## src/rtl/bitty_fetch_unit_if.sv

```systemverilog
// Signal bundle between the Bitty fetch unit (slave) and its loader/core side (master).
interface bitty_fetch_unit_if #(
   parameter int ADDR_W = 8
);
   logic              start;
   logic [ADDR_W-1:0] end_addr;
   logic              load_en;
   logic [ADDR_W-1:0] load_addr;
   logic [15:0]       load_data;
   logic              done;
   logic [15:0]       instruction;
   logic              new_inst;
   logic [ADDR_W-1:0] pc;
   logic              busy;
   logic              halted;
   logic              timeout_err;
   logic [15:0]       retired;

   modport master (
      output start, end_addr, load_en, load_addr, load_data, done,
      input  instruction, new_inst, pc, busy, halted, timeout_err, retired
   );

   modport slave (
      input  start, end_addr, load_en, load_addr, load_data, done,
      output instruction, new_inst, pc, busy, halted, timeout_err, retired
   );
endinterface

```

## src/rtl/bitty_fetch_unit.sv

```systemverilog
// Instruction fetch stage for the Bitty core: loadable instruction memory, program
// counter, done-driven sequencing with an end address and a watchdog halt.
module bitty_fetch_unit #(
   parameter int ADDR_W  = 8,
   parameter int TIMEOUT = 64
) (
   input logic               clk,
   input logic               reset,
   bitty_fetch_unit_if.slave bus
);
   localparam int DEPTH = 1 << ADDR_W;
   localparam int WD_W  = $clog2(TIMEOUT);
   localparam logic [WD_W-1:0] WD_LAST = WD_W'(TIMEOUT - 1);

   typedef enum logic [1:0] {S_IDLE, S_FETCH, S_EXEC, S_HALT} state_t;

   state_t            state_q, state_d;
   logic [ADDR_W-1:0] pc_q, pc_d;
   logic [15:0]       instr_q, instr_d;
   logic [15:0]       retired_q, retired_d;
   logic [WD_W-1:0]   wd_q, wd_d;
   logic              tmo_q, tmo_d;
   logic              new_inst_q, new_inst_d;
   logic              busy_q, busy_d;
   logic              halted_q, halted_d;

   logic [15:0] mem_q [DEPTH];

   // No reset on the array: program contents survive a core reset.
   always_ff @(posedge clk) begin
      if (bus.load_en) mem_q[bus.load_addr] <= bus.load_data;
   end

   always_comb begin
      state_d    = state_q;
      pc_d       = pc_q;
      instr_d    = instr_q;
      retired_d  = retired_q;
      wd_d       = wd_q;
      tmo_d      = tmo_q;
      new_inst_d = 1'b0;
      unique case (state_q)
         S_IDLE, S_HALT: begin
            if (bus.start) begin
               pc_d      = '0;
               retired_d = '0;
               tmo_d     = 1'b0;
               state_d   = S_FETCH;
            end
         end
         S_FETCH: begin
            // Read sampled before any same-edge write lands, so a colliding load yields the old word.
            instr_d    = mem_q[pc_q];
            wd_d       = '0;
            new_inst_d = 1'b1;
            state_d    = S_EXEC;
         end
         S_EXEC: begin
            if (bus.done) begin
               retired_d = retired_q + 16'd1;
               if (pc_q == bus.end_addr) begin
                  state_d = S_HALT;
               end else begin
                  pc_d    = pc_q + ADDR_W'(1);
                  state_d = S_FETCH;
               end
            end else if (wd_q == WD_LAST) begin
               tmo_d   = 1'b1;
               state_d = S_HALT;
            end else begin
               wd_d = wd_q + WD_W'(1);
            end
         end
         default: state_d = S_IDLE;
      endcase
      busy_d   = (state_d == S_FETCH) || (state_d == S_EXEC);
      halted_d = (state_d == S_HALT);
   end

   always_ff @(posedge clk or negedge reset) begin
      if (!reset) begin
         state_q    <= S_IDLE;
         pc_q       <= '0;
         instr_q    <= '0;
         retired_q  <= '0;
         wd_q       <= '0;
         tmo_q      <= 1'b0;
         new_inst_q <= 1'b0;
         busy_q     <= 1'b0;
         halted_q   <= 1'b0;
      end else begin
         state_q    <= state_d;
         pc_q       <= pc_d;
         instr_q    <= instr_d;
         retired_q  <= retired_d;
         wd_q       <= wd_d;
         tmo_q      <= tmo_d;
         new_inst_q <= new_inst_d;
         busy_q     <= busy_d;
         halted_q   <= halted_d;
      end
   end

   assign bus.instruction = instr_q;
   assign bus.new_inst    = new_inst_q;
   assign bus.pc          = pc_q;
   assign bus.busy        = busy_q;
   assign bus.halted      = halted_q;
   assign bus.timeout_err = tmo_q;
   assign bus.retired     = retired_q;
endmodule

```

## src/flat_wrapper.sv

```systemverilog
// flat-port wrapper written by rule: the top's interface ports become plain ports
module bitty_fetch_unit_flat 
#(
   parameter int ADDR_W  = 8,
   parameter int TIMEOUT = 64
)
  (clk, reset, bus_start, bus_end_addr, bus_load_en, bus_load_addr, bus_load_data, bus_done, bus_instruction, bus_new_inst, bus_pc, bus_busy, bus_halted, bus_timeout_err, bus_retired);
  bitty_fetch_unit_if #(.ADDR_W(ADDR_W)) bus_i ();
  input logic clk;
  input logic reset;
  input wire logic [$bits(bus_i.start)-1:0] bus_start;
  input wire logic [$bits(bus_i.end_addr)-1:0] bus_end_addr;
  input wire logic [$bits(bus_i.load_en)-1:0] bus_load_en;
  input wire logic [$bits(bus_i.load_addr)-1:0] bus_load_addr;
  input wire logic [$bits(bus_i.load_data)-1:0] bus_load_data;
  input wire logic [$bits(bus_i.done)-1:0] bus_done;
  output wire logic [$bits(bus_i.instruction)-1:0] bus_instruction;
  output wire logic [$bits(bus_i.new_inst)-1:0] bus_new_inst;
  output wire logic [$bits(bus_i.pc)-1:0] bus_pc;
  output wire logic [$bits(bus_i.busy)-1:0] bus_busy;
  output wire logic [$bits(bus_i.halted)-1:0] bus_halted;
  output wire logic [$bits(bus_i.timeout_err)-1:0] bus_timeout_err;
  output wire logic [$bits(bus_i.retired)-1:0] bus_retired;
  assign bus_i.start = bus_start;
  assign bus_i.end_addr = bus_end_addr;
  assign bus_i.load_en = bus_load_en;
  assign bus_i.load_addr = bus_load_addr;
  assign bus_i.load_data = bus_load_data;
  assign bus_i.done = bus_done;
  assign bus_instruction = bus_i.instruction;
  assign bus_new_inst = bus_i.new_inst;
  assign bus_pc = bus_i.pc;
  assign bus_busy = bus_i.busy;
  assign bus_halted = bus_i.halted;
  assign bus_timeout_err = bus_i.timeout_err;
  assign bus_retired = bus_i.retired;
  bitty_fetch_unit #(.ADDR_W(ADDR_W), .TIMEOUT(TIMEOUT)) u_core (.clk(clk), .reset(reset), .bus(bus_i));
endmodule
```

## config.mk

```make
export PLATFORM = sky130hd
export DESIGN_NAME = bitty_fetch_unit_flat
export DESIGN_NICKNAME = d
export VERILOG_FILES = /design/src/rtl/bitty_fetch_unit_if.sv /design/src/rtl/bitty_fetch_unit.sv /design/src/flat_wrapper.sv
export SDC_FILE = /design/constraint.sdc
export NUM_CORES = 2
export LEC_CHECK = 0
export BUFFER_PORTS_ARGS = -buffer_cell sky130_fd_sc_hd__buf_2
export CAP_MARGIN = 30
export CELL_PAD_IN_SITES_DETAIL_PLACEMENT = 1
export CELL_PAD_IN_SITES_GLOBAL_PLACEMENT = 2
export CORE_MARGIN = 3
export CORE_UTILIZATION = 51
export DETAILED_ROUTE_END_ITERATION = 10
export PLACE_DENSITY_LB_ADDON = 0.1
export SYNTH_ARGS = -nofsm -noshare
export SYNTH_HDL_FRONTEND = slang
export SYNTH_SLANG_ARGS = --single-unit
```

## constraint.sdc

```tcl
create_clock -name clk -period 3.46 [get_ports clk]
set_input_delay 0.173 -clock clk [delete_from_list [all_inputs] [get_ports clk]]
set_output_delay 0.173 -clock clk [all_outputs]
set_load 0.02 [all_outputs]
```

* After elaboration in Yosys (flattened, before gate mapping)
Memories as Yosys holds them, arrays and structs flattened. A register that Yosys moved wholly into a read port is not among the register bits. Cells that the tools add are included. Widths: inputs -> output; s select.
Operators by class: add/sub/neg operators 3, equality and inequality tests 14, multiplexer cells 22, reductions and logical operators 10
Operator list (count):
- $mux 16 | 2
- $pmux 16 s2 | 1
- $mux 8 | 3
- $add 16x1->16 const B | 1
- $pmux 8 s2 | 1
- $mux 6 | 2
- $pmux 6 s2 | 1
- $ne 2x2->1 const B | 5
- $add 8x1->8 const B | 1
- $eq 2x2->1 const B | 4
- $eq 8x8->1 | 1
- $mux 2 | 4
- $reduce_and 4->1 | 2
- $add 6x1->6 const B | 1
- $eq 6x6->1 const B | 1
- $mux 1 | 6
- $pmux 2 s3 | 1
- $reduce_and 3->1 | 2
- $eq 2x1->1 const B | 2
- $reduce_bool 2->1 | 2
- $logic_not 2->1 | 1
- $ne 2x1->1 const B | 1
- $pmux 1 s2 | 1
- $reduce_or 2->1 | 1
- 2 further kinds | 2
Storage, ports and cells: register bits 36, RAM bits 4096, output and inout bits 44, word-level logic and storage cells 58, memories 1
Memories:
- u_core.mem_q | depth 256, bits a word 16, read ports 1, clocked after memory_dff 1, wr ports 1, line bitty_fetch_unit.sv:27 | logic [15:0] mem_q [DEPTH];

* Depth between registers and ports, before layout
word-level depth 6, mapped depth 13, mapped depth without buffers 8

* Worst setup path before layout
No wires, ideal clock.
path type register -> register, from register u_core.pc_q[0], in the netlist u_core.bus.pc[0], to register u_core.instr_q[11], in the netlist u_core.bus.instruction[11], read port of u_core.mem_q, setup time 135 ps, arrival time 2557 ps, data required time 3325 ps, setup slack 768 ps, stages on the path, launching flop included 11, clock period less this slack 2692 ps, path through dfrtp_1 > buf_6 > buf_8 > buf_4 > buf_2 > mux4_2 > a22oi_1 > o211ai_1 > a211o_1 > a41oi_1 > o31ai_1
RTL lines:
- start, declared | line bitty_fetch_unit.sv:18 | logic [ADDR_W-1:0] pc_q, pc_d;
- start signal, assigned | line bitty_fetch_unit.sv:93 | pc_q <= pc_d;
- end, declared | line bitty_fetch_unit.sv:19 | logic [15:0] instr_q, instr_d;

==> impl_metrics.tcl <==
set metrics [dict create \
    run_status "complete, no violations" \
    fp.dieH_um 567 \
    finalCritPeriodShare_pct 100 \
    gp_congestion 0.895 \
    cts_buffer_depth 4 \
    nets 8359 \
    path_cells "buf_12, buf_4, mux4_2, mux2i_1, buf_4, o22ai_1, nor4_1, a21oi_1, a22o_1" \
    finClkSkew_ns 0.0445 \
    synthArstFlopShare_pct 1.25 \
    criticalPathCategory "flip-flop to flip-flop" \
    cts_buffers 426 \
    netlist.area_leader.share_pct 76.8 \
    wirelength_um 497000 \
    ys.warnings.count 0 \
    dp_hpwl_um 315000 \
    synthTopCellsByArea "edfxtp_1 77%, mux4_2 14%, mux2i_1 1.8%" \
    cts.sinks 4148 \
    synth_nets 7334 \
    ir_worst_vdd_mv 0.511 \
    cp_common_cell "buf_4" \
    startpoint_type "flip-flop" \
    max-slew-margin-rel_pct 18.9 \
    pin_count 81 \
    postLayoutCellArea_mm2 0.187 \
    clk_pin_slew_ns 0.07 \
    ys_seq_elements 4148 \
    yosysMostFrequentCell "edfxtp_1" \
    wire_per_inst_um 38.7 \
    coreArea_mm2 0.312 \
    ys.flop_type "edfxtp_1" \
    syn_inst 7291 \
    insertion_delay_ns 0.97 \
    finalHoldViolations 0 \
    drive_gt1_share_pct 32.8 \
    io_buffers 80 \
    netlist_area_mm2 0.160 \
    grt_overflow 0 \
    viasPerCell 6.50 \
    rsz0062_at_grt "yes" \
    tightest_slew_ns 1.22 \
    first_pass_iters 6 \
    synth_seq_area_share_pct 77.6 \
    cp_slowest_stage_delay_ns 0.71 \
    rows 205 \
    ys_types 80 \
    initial_core_util_pct 51.3 \
    crit_fanout 11 \
    htree_levels 5 \
    grt_pass1_vias 85058 \
    stdcell_count 12851 \
    critical_path_arrival_ns 4.32 \
    setup_tns_ns 0 \
    power-per-cell-area_mw_per_mm2 693 \
    yosys.area.top_type "edfxtp_1" \
    timing.final.crit_period_ns 3.46 \
    cp_slowest_cell "nor4_1" \
    required_ns 4.32 \
    grtUsageTotal_pct 30.8 \
    dieArea_mm2 0.321 \
    setup_viol 0 \
    root_buffer "clkbuf_16" \
    cts_tree "built" \
    finalMaxSlewViolations 0 \
    p_leak_nw 59.6 \
    cap_viol_max_count 0 \
    syn_to_final_growth_pct 16.8 \
    synth-edff-count 4096 \
    drc 0 \
    synth_area_per_cell_um2 22.0 \
    antenna_found_initial 38 \
    fmax_mhz 289 \
    cp-end-kind "flip-flop" \
    grt_pass1_wl_um 690000 \
    netlist_top_cells_count "4096 x edfxtp_1, 975 x mux4_2, 341 x nor2_1, 296 x mux2i_1, 165 x nand2_1" \
    drtIter0Drc 12694 \
    ant_nets 0 \
    die_x_um 567 \
    placed_cells 11986 \
    holdCritPathClass "input port to flip-flop" \
    grt_max_degree 128 \
    vias 83496 \
    dpl_cell_area_mm2 0.172 \
]
## area by class of cell
type	count	area, um^2
flip-flops and latches	4148	124000
clock buffers	516	11200
repair buffers	1024	9420
multi-input cells	2700	34100
well taps	4140	5180
diodes	33	82.6
inverters	16	71.3
clock inverters	274	2850
fillers	25765	125000
## cells in the final DEF, fill, tap and decap left out, types with 26 or more instances in the layout
cell,Yosys,layout
dlygate4sd3_1,0,26
o22ai_1,67,66
buf_12,3,106
a21oi_1,79,79
clkbuf_16,0,436
o221ai_1,27,27
mux2i_1,296,290
clkinv_2,0,88
buf_4,85,783
nor2_2,0,122
a22oi_1,109,105
edfxtp_1,4096,4096
nor2b_1,47,40
bufinv_16,0,50
a221oi_1,44,43
nand3_1,89,75
mux2_2,44,44
o21ai_0,67,63
mux4_2,975,975
nand2_1,165,162
buf_2,126,64
diode_2,0,33
nor2_1,341,216
dfrtp_1,52,45
clkinv_1,3,96
clkbuf_1,143,81
## final timing paths
| check | to | from | slack, ns | cells past startpoint |
|---|---|---|---|---|
| setup / recovery | u_core.bus.instruction[1]$_DFFE_PN0P_ | u_core.bus.pc[0]$_DFFE_PN0P_ | 0.0005 | 9 |
| hold / removal | u_core.bus.pc[0]$_DFFE_PN0P_ | bus_end_addr[7] | 0.08 | 6 |
| setup reg to reg | u_core.bus.instruction[1]$_DFFE_PN0P_ | u_core.bus.pc[0]$_DFFE_PN0P_ | 0.0005 | 9 |
| hold reg to reg | u_core.wd_q[2]$_DFFE_PN0P_ | u_core.wd_q[2]$_DFFE_PN0P_ | 0.55 | 1 |
| max in group asynchronous | u_core.bus.pc[2]$_DFFE_PN0P_ | reset | 2.65 | 4 |
| min in group asynchronous | u_core.bus.retired[11]$_DFFE_PN0P_ | reset | 0.48 | 4 |
## report_power, final
part           internal (W)  switching [W]  total (W)  leakage (nW)
combinational        0.0128         0.0147     0.0275          15.2
clock                0.0268         0.0195     0.0463          6.83
sequential           0.0555       0.000450     0.0559          37.5
total                0.0950         0.0347      0.130          59.6
## logic make-up (layout without fill, tap and decap cells)
logic type      count (synthesis)  after routing  synth area share, %
other cells                     0             33                    0
simple gates                  767            767                 2.16
fa+ha+maj                       6              6               0.0468
flops                        4148           4148                 77.6
buf+inv                       443           1830                 1.61
compound gates                591            591                 2.65
xor+xnor                       21             21                0.115
mux                          1315           1315                 15.9
## metrics by stage
step / util (%) / hold slack [ns] / setup slack [ns] / total power [W]
after floorplan: - / -0.123 / 0.768 / 0.0733
after global placement: 55.1 / 0.241 / -0.509 / 0.0835
after detailed placement: 55.1 / 0.256 / -0.529 / 0.0838
after CTS: 59.8 / 0.0253 / -0.0146 / 0.130
after global routing: 59.9 / 0.0960 / -0.0434 / 0.134
final: 59.9 / 0.0796 / 0.000517 / 0.130
## metal layers
| metal | wire (um) | GRT usage (%) |
|---|---|---|
| met5 | 52 | 0 |
| met4 | 23500 | 13.2 |
| met3 | 39700 | 4.86 |
| met2 | 236000 | 47.9 |
| met1 | 198000 | 43.8 |
## critical path: cells and delay by family (launching register included)
kind                   cells  cell delay, ns
flip-flops                 1            0.53
buffers and inverters      3            0.59
multiplexers               2            0.77
AND/OR/NAND/NOR            1            0.71
AO/OA/AOI/OAI              3            0.74
## registers in the layout, indices dropped and copies added, names as in the netlist
signal,cells
u_core.state_q,2
u_core.wd_q,6
u_core.bus.instruction,16
u_core.bus.pc,8
u_core.bus.halted,1
u_core.bus.new_inst,1
u_core.bus.timeout_err,1
u_core.bus.busy,1
u_core.mem_q,4096
u_core.bus.retired,16
## timing repair
action                                   CTS  global route
hold buffers                              27             0
setup buffers                              6             5
endpoints found under the setup margin    13            16
hold endpoints to repair                1677             0
gates resized for setup                   49            33
pin swaps                                  3             7
cloned                                     2             2
Note: power is estimated with default switching activity, not from simulation.
